<file path="src/rtl/psw_adder_pipe_if.sv">
// Operand/result bundle for psw_adder_pipe: valid/ready input beat, valid/ready result beat,
// overflow flags and the sticky-clear strobe. The slave modport is the adder side.
interface psw_adder_pipe_if #(
  parameter int WIDTH = 16,
  parameter int LANE  = 4
);
  localparam int LANES = WIDTH / LANE;

  logic             InValid;
  logic             InReady;
  logic [WIDTH-1:0] A;
  logic [WIDTH-1:0] B;
  logic             Sub;
  logic             OutValid;
  logic             OutReady;
  logic [WIDTH-1:0] SubSum;
  logic [LANES-1:0] LaneOvf;
  logic             Overflow;
  logic             StickyOvf;
  logic             ClrSticky;

  modport master (
    output InValid, A, B, Sub, OutReady, ClrSticky,
    input  InReady, OutValid, SubSum, LaneOvf, Overflow, StickyOvf
  );

  modport slave (
    input  InValid, A, B, Sub, OutReady, ClrSticky,
    output InReady, OutValid, SubSum, LaneOvf, Overflow, StickyOvf
  );
endinterface

</file>
<file path="src/rtl/psw_adder_pipe.sv">
// Two-stage pipelined SIMD add/subtract over LANES independent LANE-bit two's-complement lanes.
// Optional macro PSW_SATURATE_EN clamps overflowing lanes instead of wrapping.
module psw_adder_pipe #(
  parameter int WIDTH = 16,
  parameter int LANE  = 4
) (
  input logic             clk,
  input logic             rst,
  psw_adder_pipe_if.slave bus
);
  localparam int LANES = WIDTH / LANE;

  logic             s1_valid_r;
  logic [WIDTH-1:0] s1_a_r;
  logic [WIDTH-1:0] s1_b_r;
  logic             s1_sub_r;
  logic             s2_valid_r;
  logic [WIDTH-1:0] sum_r;
  logic [LANES-1:0] lane_ovf_r;
  logic             ovf_r;
  logic             sticky_r;

  logic             s2_load_s;
  logic             s1_adv_s;
  logic             accept_s;
  logic             xfer_s;
  logic [WIDTH-1:0] res_s;
  logic [LANES-1:0] lane_ovf_s;

  // B arrives pre-inverted for subtract, so both modes share one overflow test: equal
  // operand signs and a result sign that differs from A.
  function automatic logic [LANE:0] lane_op(input logic [LANE-1:0] a,
                                            input logic [LANE-1:0] b,
                                            input logic            cin);
    logic [LANE-1:0] r;
    logic            ovf;
    r   = a + b + {{(LANE-1){1'b0}}, cin};
    ovf = (a[LANE-1] == b[LANE-1]) && (r[LANE-1] != a[LANE-1]);
`ifdef PSW_SATURATE_EN
    if (ovf) begin
      r = a[LANE-1] ? {1'b1, {(LANE-1){1'b0}}} : {1'b0, {(LANE-1){1'b1}}};
    end else begin
      r = r;
    end
`endif
    return {ovf, r};
  endfunction

  assign s2_load_s = !s2_valid_r || bus.OutReady;
  assign s1_adv_s  = s1_valid_r && s2_load_s;
  assign accept_s  = bus.InValid && bus.InReady;
  assign xfer_s    = s2_valid_r && bus.OutReady;

  assign bus.InReady   = !rst && (!s1_valid_r || s2_load_s);
  assign bus.OutValid  = s2_valid_r;
  assign bus.SubSum    = sum_r;
  assign bus.LaneOvf   = lane_ovf_r;
  assign bus.Overflow  = ovf_r;
  assign bus.StickyOvf = sticky_r;

  // Per-lane arithmetic on the stage-1 operands; no carry crosses a lane boundary.
  always_comb begin
    res_s      = '0;
    lane_ovf_s = '0;
    for (int i = 0; i < LANES; i++) begin
      {lane_ovf_s[i], res_s[i*LANE +: LANE]} =
          lane_op(s1_a_r[i*LANE +: LANE], s1_b_r[i*LANE +: LANE], s1_sub_r);
    end
  end

  // Pipeline stages and sticky flag; a sticky set on transfer beats a same-cycle clear.
  always_ff @(posedge clk) begin
    if (rst) begin
      s1_valid_r <= 1'b0;
      s1_a_r     <= '0;
      s1_b_r     <= '0;
      s1_sub_r   <= 1'b0;
      s2_valid_r <= 1'b0;
      sum_r      <= '0;
      lane_ovf_r <= '0;
      ovf_r      <= 1'b0;
      sticky_r   <= 1'b0;
    end else begin
      if (accept_s) begin
        s1_valid_r <= 1'b1;
        s1_a_r     <= bus.A;
        s1_b_r     <= bus.B ^ {WIDTH{bus.Sub}};
        s1_sub_r   <= bus.Sub;
      end else if (s1_adv_s) begin
        s1_valid_r <= 1'b0;
      end else begin
        s1_valid_r <= s1_valid_r;
      end

      if (s2_load_s) begin
        s2_valid_r <= s1_valid_r;
        if (s1_valid_r) begin
          sum_r      <= res_s;
          lane_ovf_r <= lane_ovf_s;
          ovf_r      <= |lane_ovf_s;
        end else begin
          sum_r      <= sum_r;
          lane_ovf_r <= lane_ovf_r;
          ovf_r      <= ovf_r;
        end
      end else begin
        s2_valid_r <= s2_valid_r;
      end

      if (xfer_s && ovf_r) begin
        sticky_r <= 1'b1;
      end else if (bus.ClrSticky) begin
        sticky_r <= 1'b0;
      end else begin
        sticky_r <= sticky_r;
      end
    end
  end
endmodule
</file>
<file path="src/flat_wrapper.sv">
// flat-port wrapper written by rule: the top's interface ports become plain ports
module psw_adder_pipe_flat 
#(
  parameter int WIDTH = 16,
  parameter int LANE  = 4
)
  (clk, rst, bus_InValid, bus_A, bus_B, bus_Sub, bus_OutReady, bus_ClrSticky, bus_InReady, bus_OutValid, bus_SubSum, bus_LaneOvf, bus_Overflow, bus_StickyOvf);
  psw_adder_pipe_if #(.WIDTH(WIDTH), .LANE(LANE)) bus_i ();
  input logic clk;
  input logic rst;
  input wire logic [$bits(bus_i.InValid)-1:0] bus_InValid;
  input wire logic [$bits(bus_i.A)-1:0] bus_A;
  input wire logic [$bits(bus_i.B)-1:0] bus_B;
  input wire logic [$bits(bus_i.Sub)-1:0] bus_Sub;
  input wire logic [$bits(bus_i.OutReady)-1:0] bus_OutReady;
  input wire logic [$bits(bus_i.ClrSticky)-1:0] bus_ClrSticky;
  output wire logic [$bits(bus_i.InReady)-1:0] bus_InReady;
  output wire logic [$bits(bus_i.OutValid)-1:0] bus_OutValid;
  output wire logic [$bits(bus_i.SubSum)-1:0] bus_SubSum;
  output wire logic [$bits(bus_i.LaneOvf)-1:0] bus_LaneOvf;
  output wire logic [$bits(bus_i.Overflow)-1:0] bus_Overflow;
  output wire logic [$bits(bus_i.StickyOvf)-1:0] bus_StickyOvf;
  assign bus_i.InValid = bus_InValid;
  assign bus_i.A = bus_A;
  assign bus_i.B = bus_B;
  assign bus_i.Sub = bus_Sub;
  assign bus_i.OutReady = bus_OutReady;
  assign bus_i.ClrSticky = bus_ClrSticky;
  assign bus_InReady = bus_i.InReady;
  assign bus_OutValid = bus_i.OutValid;
  assign bus_SubSum = bus_i.SubSum;
  assign bus_LaneOvf = bus_i.LaneOvf;
  assign bus_Overflow = bus_i.Overflow;
  assign bus_StickyOvf = bus_i.StickyOvf;
  psw_adder_pipe #(.WIDTH(WIDTH), .LANE(LANE)) u_core (.clk(clk), .rst(rst), .bus(bus_i));
endmodule
</file>
<file path="config.mk">
export PLATFORM = sky130hd
export DESIGN_NAME = psw_adder_pipe_flat
export DESIGN_NICKNAME = d
export VERILOG_FILES = /design/src/rtl/psw_adder_pipe_if.sv /design/src/rtl/psw_adder_pipe.sv /design/src/flat_wrapper.sv
export SDC_FILE = /design/constraint.sdc
export NUM_CORES = 1
export LEC_CHECK = 0
export ABC_CLOCK_PERIOD_IN_PS = 1590
export BUFFER_PORTS_ARGS = -buffer_cell sky130_fd_sc_hd__clkbuf_2
export CORE_ASPECT_RATIO = 1.4
export CORE_UTILIZATION = 35
export CTS_CLUSTER_DIAMETER = 80
export CTS_CLUSTER_SIZE = 40
export DETAILED_ROUTE_END_ITERATION = 10
export GPL_TIMING_DRIVEN = 0
export PLACE_DENSITY_LB_ADDON = 0.3
export SETUP_SLACK_MARGIN = 0.5
export SLEW_MARGIN = 20
export SYNTH_ARGS = -nofsm -noshare
export SYNTH_HDL_FRONTEND = slang
export SYNTH_SLANG_ARGS = --single-unit
</file>
<file path="constraint.sdc">
create_clock -name clk -period 1.59 [get_ports clk]
set_input_delay 0 -clock clk [delete_from_list [all_inputs] [get_ports clk]]
set_output_delay 0 -clock clk [all_outputs]
set_load 0.01 [all_outputs]
</file>
==> impl_metrics.ini <==
[status]
status = finished with violations
violations = negative setup slack

[final_layout]
area_growth_syn_to_layout_pct = 67.4
n_antenna_cell = 0
nets = 482
final_cells = 530
drive_gt1_share_pct = 46.4

[sta]
finalCriticalPeriod_ns = 1.75
finalSetupViolations = 10
max_freq_mhz = 571
rsz0062_at_grt = true
slew_headroom_pct = 56.2
tightest_slew_ns = 0.657
setup_slack_ns = -0.162
maxSlewViolCount = 0
timing.final.crit_share_pct = 110
hold_viol = 0
clock_skew_ns = 0.00289

[die]
die_area_mm2 = 0.00801
num_rows = 37
dieHeight_um = 106
start_util_pct = 36.4
die_w_um = 75.9
num_io_pins = 62
core_area_mm2 = 0.00736

[critical_path]
worstSetupPathDepth = 7
cp_slowest_stage_delay_ns = 0.37
cp_top_family = adder cells
crit_chain = inv_4, fa_2, nand3b_1, nand2_2, mux2i_2, nor2_1, a311oi_1
crit_slowest_cell = fa_2
worst-path-max-fanout = 5
crit_type = register to register
reg2reg_depth = 7
end_kind = register
path_buf_inv = 1
required_ns = 1.83
start_kind = register
arrival_ns = 1.99

[synthesis]
syn-cell-area_mm2 = 0.00268
synth_area_per_cell_um2 = 8.99
synth_nets = 352
synth_ff_type = dfxtp_1
synthCells = 298
synth_cell_types = 30
synth_warnings = 0
synth_edf_count = 0
synth-seq-area-share_pct = 42.6
ys_ff_latch = 57
synth-async-reset-ratio_pct = 0

[placement]
dpl.cell_count = 455
place.gp.congestion = 0.767
portBuffers = 60
pre_cts_ws_ns = -0.155
dp_hpwl_mm = 4.94

[grt]
grt_pass1_wl_mm = 12.2
grt_antenna_before_repair = 0
globalRouteTotalUtil_pct = 19.9
grt_max_degree = 11
first_global_vias = 2568
grt_overflow = 0

[power_and_ir_drop]
p_per_area_mw_per_mm2 = 865
vdd_ir_drop_max_v = 0.000423
p_leak_nw = 1.89

[clock_tree]
clock_latency_ns = 0.33
cts_tree = built
clk_pin_slew_ns = 0.06
cts_made_buffers = 9
numClockSinks = 57
root_buffer = clkbuf_8
h-tree-depth = 3
cts_buffer_depth = 2

[drt]
drt_iter0_drc = 94
ant_nets = 0
via_per_inst = 4.77
wirelength_mm = 7.88
wl_per_cell_um = 14.9
drt-pass1-iter-count = 4
drc = 0
vias = 2527

[worst_hold_path]
hp-class = input port to register
hold-path-cell-count = 3

[run]
max-cap-violations = 0
[stage by stage]
stage | total power, mW | TNS [ns] | utilization [%] | area, um^2 | hold WS (ns)
floorplan | 2.07 | 0 | - | 2810 | 0.0241
global placement | 2.27 | -0.101 | 43.9 | 3230 | 0.193
detailed placement | 2.29 | -0.178 | 43.9 | 3230 | 0.195
CTS | 3.81 | -0.305 | 58.0 | 4270 | 0.0152
global route | 4.06 | -1.20 | 60.9 | 4480 | 0.0114
finish | 3.88 | -0.599 | 60.9 | 4480 | 0.000938
[worst min-delay path, delay by kind of cell]
family | cells | cell delay (ns)
simple gates | 1 | 0.08
compound gates | 1 | 0.06
buf+inv | 1 | 0.16
[power breakdown]
part	internal (mW)	switching [mW]
Sequential	1.54	0.0780
Clock	0.731	0.556
Combinational	0.513	0.457
Total	2.79	1.09
[final cells by class]
cell class                      instances  area (um^2)
Fill cell                             622         2880
Multi-Input combinational cell        206         1770
Sequential cell                        57         1150
Timing Repair Buffer                  119          972
Buffer                                 18          216
Clock buffer                           14          183
Tap cell                               97          121
Inverter                               17         66.3
Clock inverter                          2         10.0
[state kept, by name (all words and copies together), names as in the netlist]
| name | flops |
|---|---|
| u_core.s1_valid_r | 1 |
| u_core.s1_sub_r | 1 |
| u_core.bus.OutValid | 1 |
| u_core.bus.StickyOvf | 1 |
| u_core.bus.Overflow | 1 |
| u_core.bus.LaneOvf | 4 |
| u_core.bus.SubSum | 16 |
| u_core.s1_a_r | 16 |
| u_core.s1_b_r | 16 |
[final timing paths]
check	start	end	slack, ns
min reg2reg	u_core.bus.LaneOvf[1]	u_core.bus.LaneOvf[1]	0.46
min	bus_InValid	u_core.s1_valid_r	0.0009
max	u_core.s1_sub_r	u_core.bus.Overflow	-0.16
max reg2reg	u_core.s1_sub_r	u_core.bus.Overflow	-0.16
[cells in the mapped netlist, drive strengths merged (9+ instances only)]
cell	count	share of area [%]
dfxtp	57	43
nand2	43	6.0
xnor2	25	8.2
nor2	24	3.4
o21ai	19	3.5
inv	17	2.4
nand3b	17	4.8
a211oi	13	3.6
a21oi	13	2.6
buf	10	2.3
o31ai	9	2.5
[repair_timing]
action                     4_1_cts  5_1_grt
resized for setup               73       39
hold buffers                    34        0
pin swaps                       11       16
setup endpoints to repair       55       55
buffers inserted                15        3
hold endpoints to repair        33        0
gates cloned                     4        3
[per-layer routing]
metal / part of all wire [%] / vias to the layer above / global-route usage (%)
met1: 39 / 1185 / 21.8
met5: 0 / - / 0
li1: - / 1260 / -
met4: 3.0 / 0 / 10.2
met3: 3.8 / 15 / 2.68
met2: 54 / 67 / 36.9
[logic make-up (layout without fill, tap and decap cells)]
group           count (synthesis)  in the layout  synth area share, %
simple gates                  104            104                 19.1
flops                          57             57                 42.6
compound gates                 56             56                 12.9
buf+inv                        35            170                 5.79
xor+xnor                       28             28                 9.15
fa+ha+maj                      16             16                 9.72
mux                             2              2                0.747
[cell usage in the layout, fill, tap and decap left out, types with 9 or more instances in the layout]
cell | netlist | final
a211oi_2 | 0 | 9
buf_6 | 2 | 14
clkbuf_2 | 0 | 59
clkbuf_8 | 0 | 13
dfxtp_1 | 57 | 50
dlygate4sd3_1 | 0 | 34
inv_1 | 17 | 11
nand2_1 | 43 | 24
nand2_2 | 0 | 11
nand3b_1 | 17 | 17
nor2_1 | 24 | 18
o21ai_1 | 1 | 15
xnor2_1 | 25 | 20
Power figures use the tool's default switching activity.
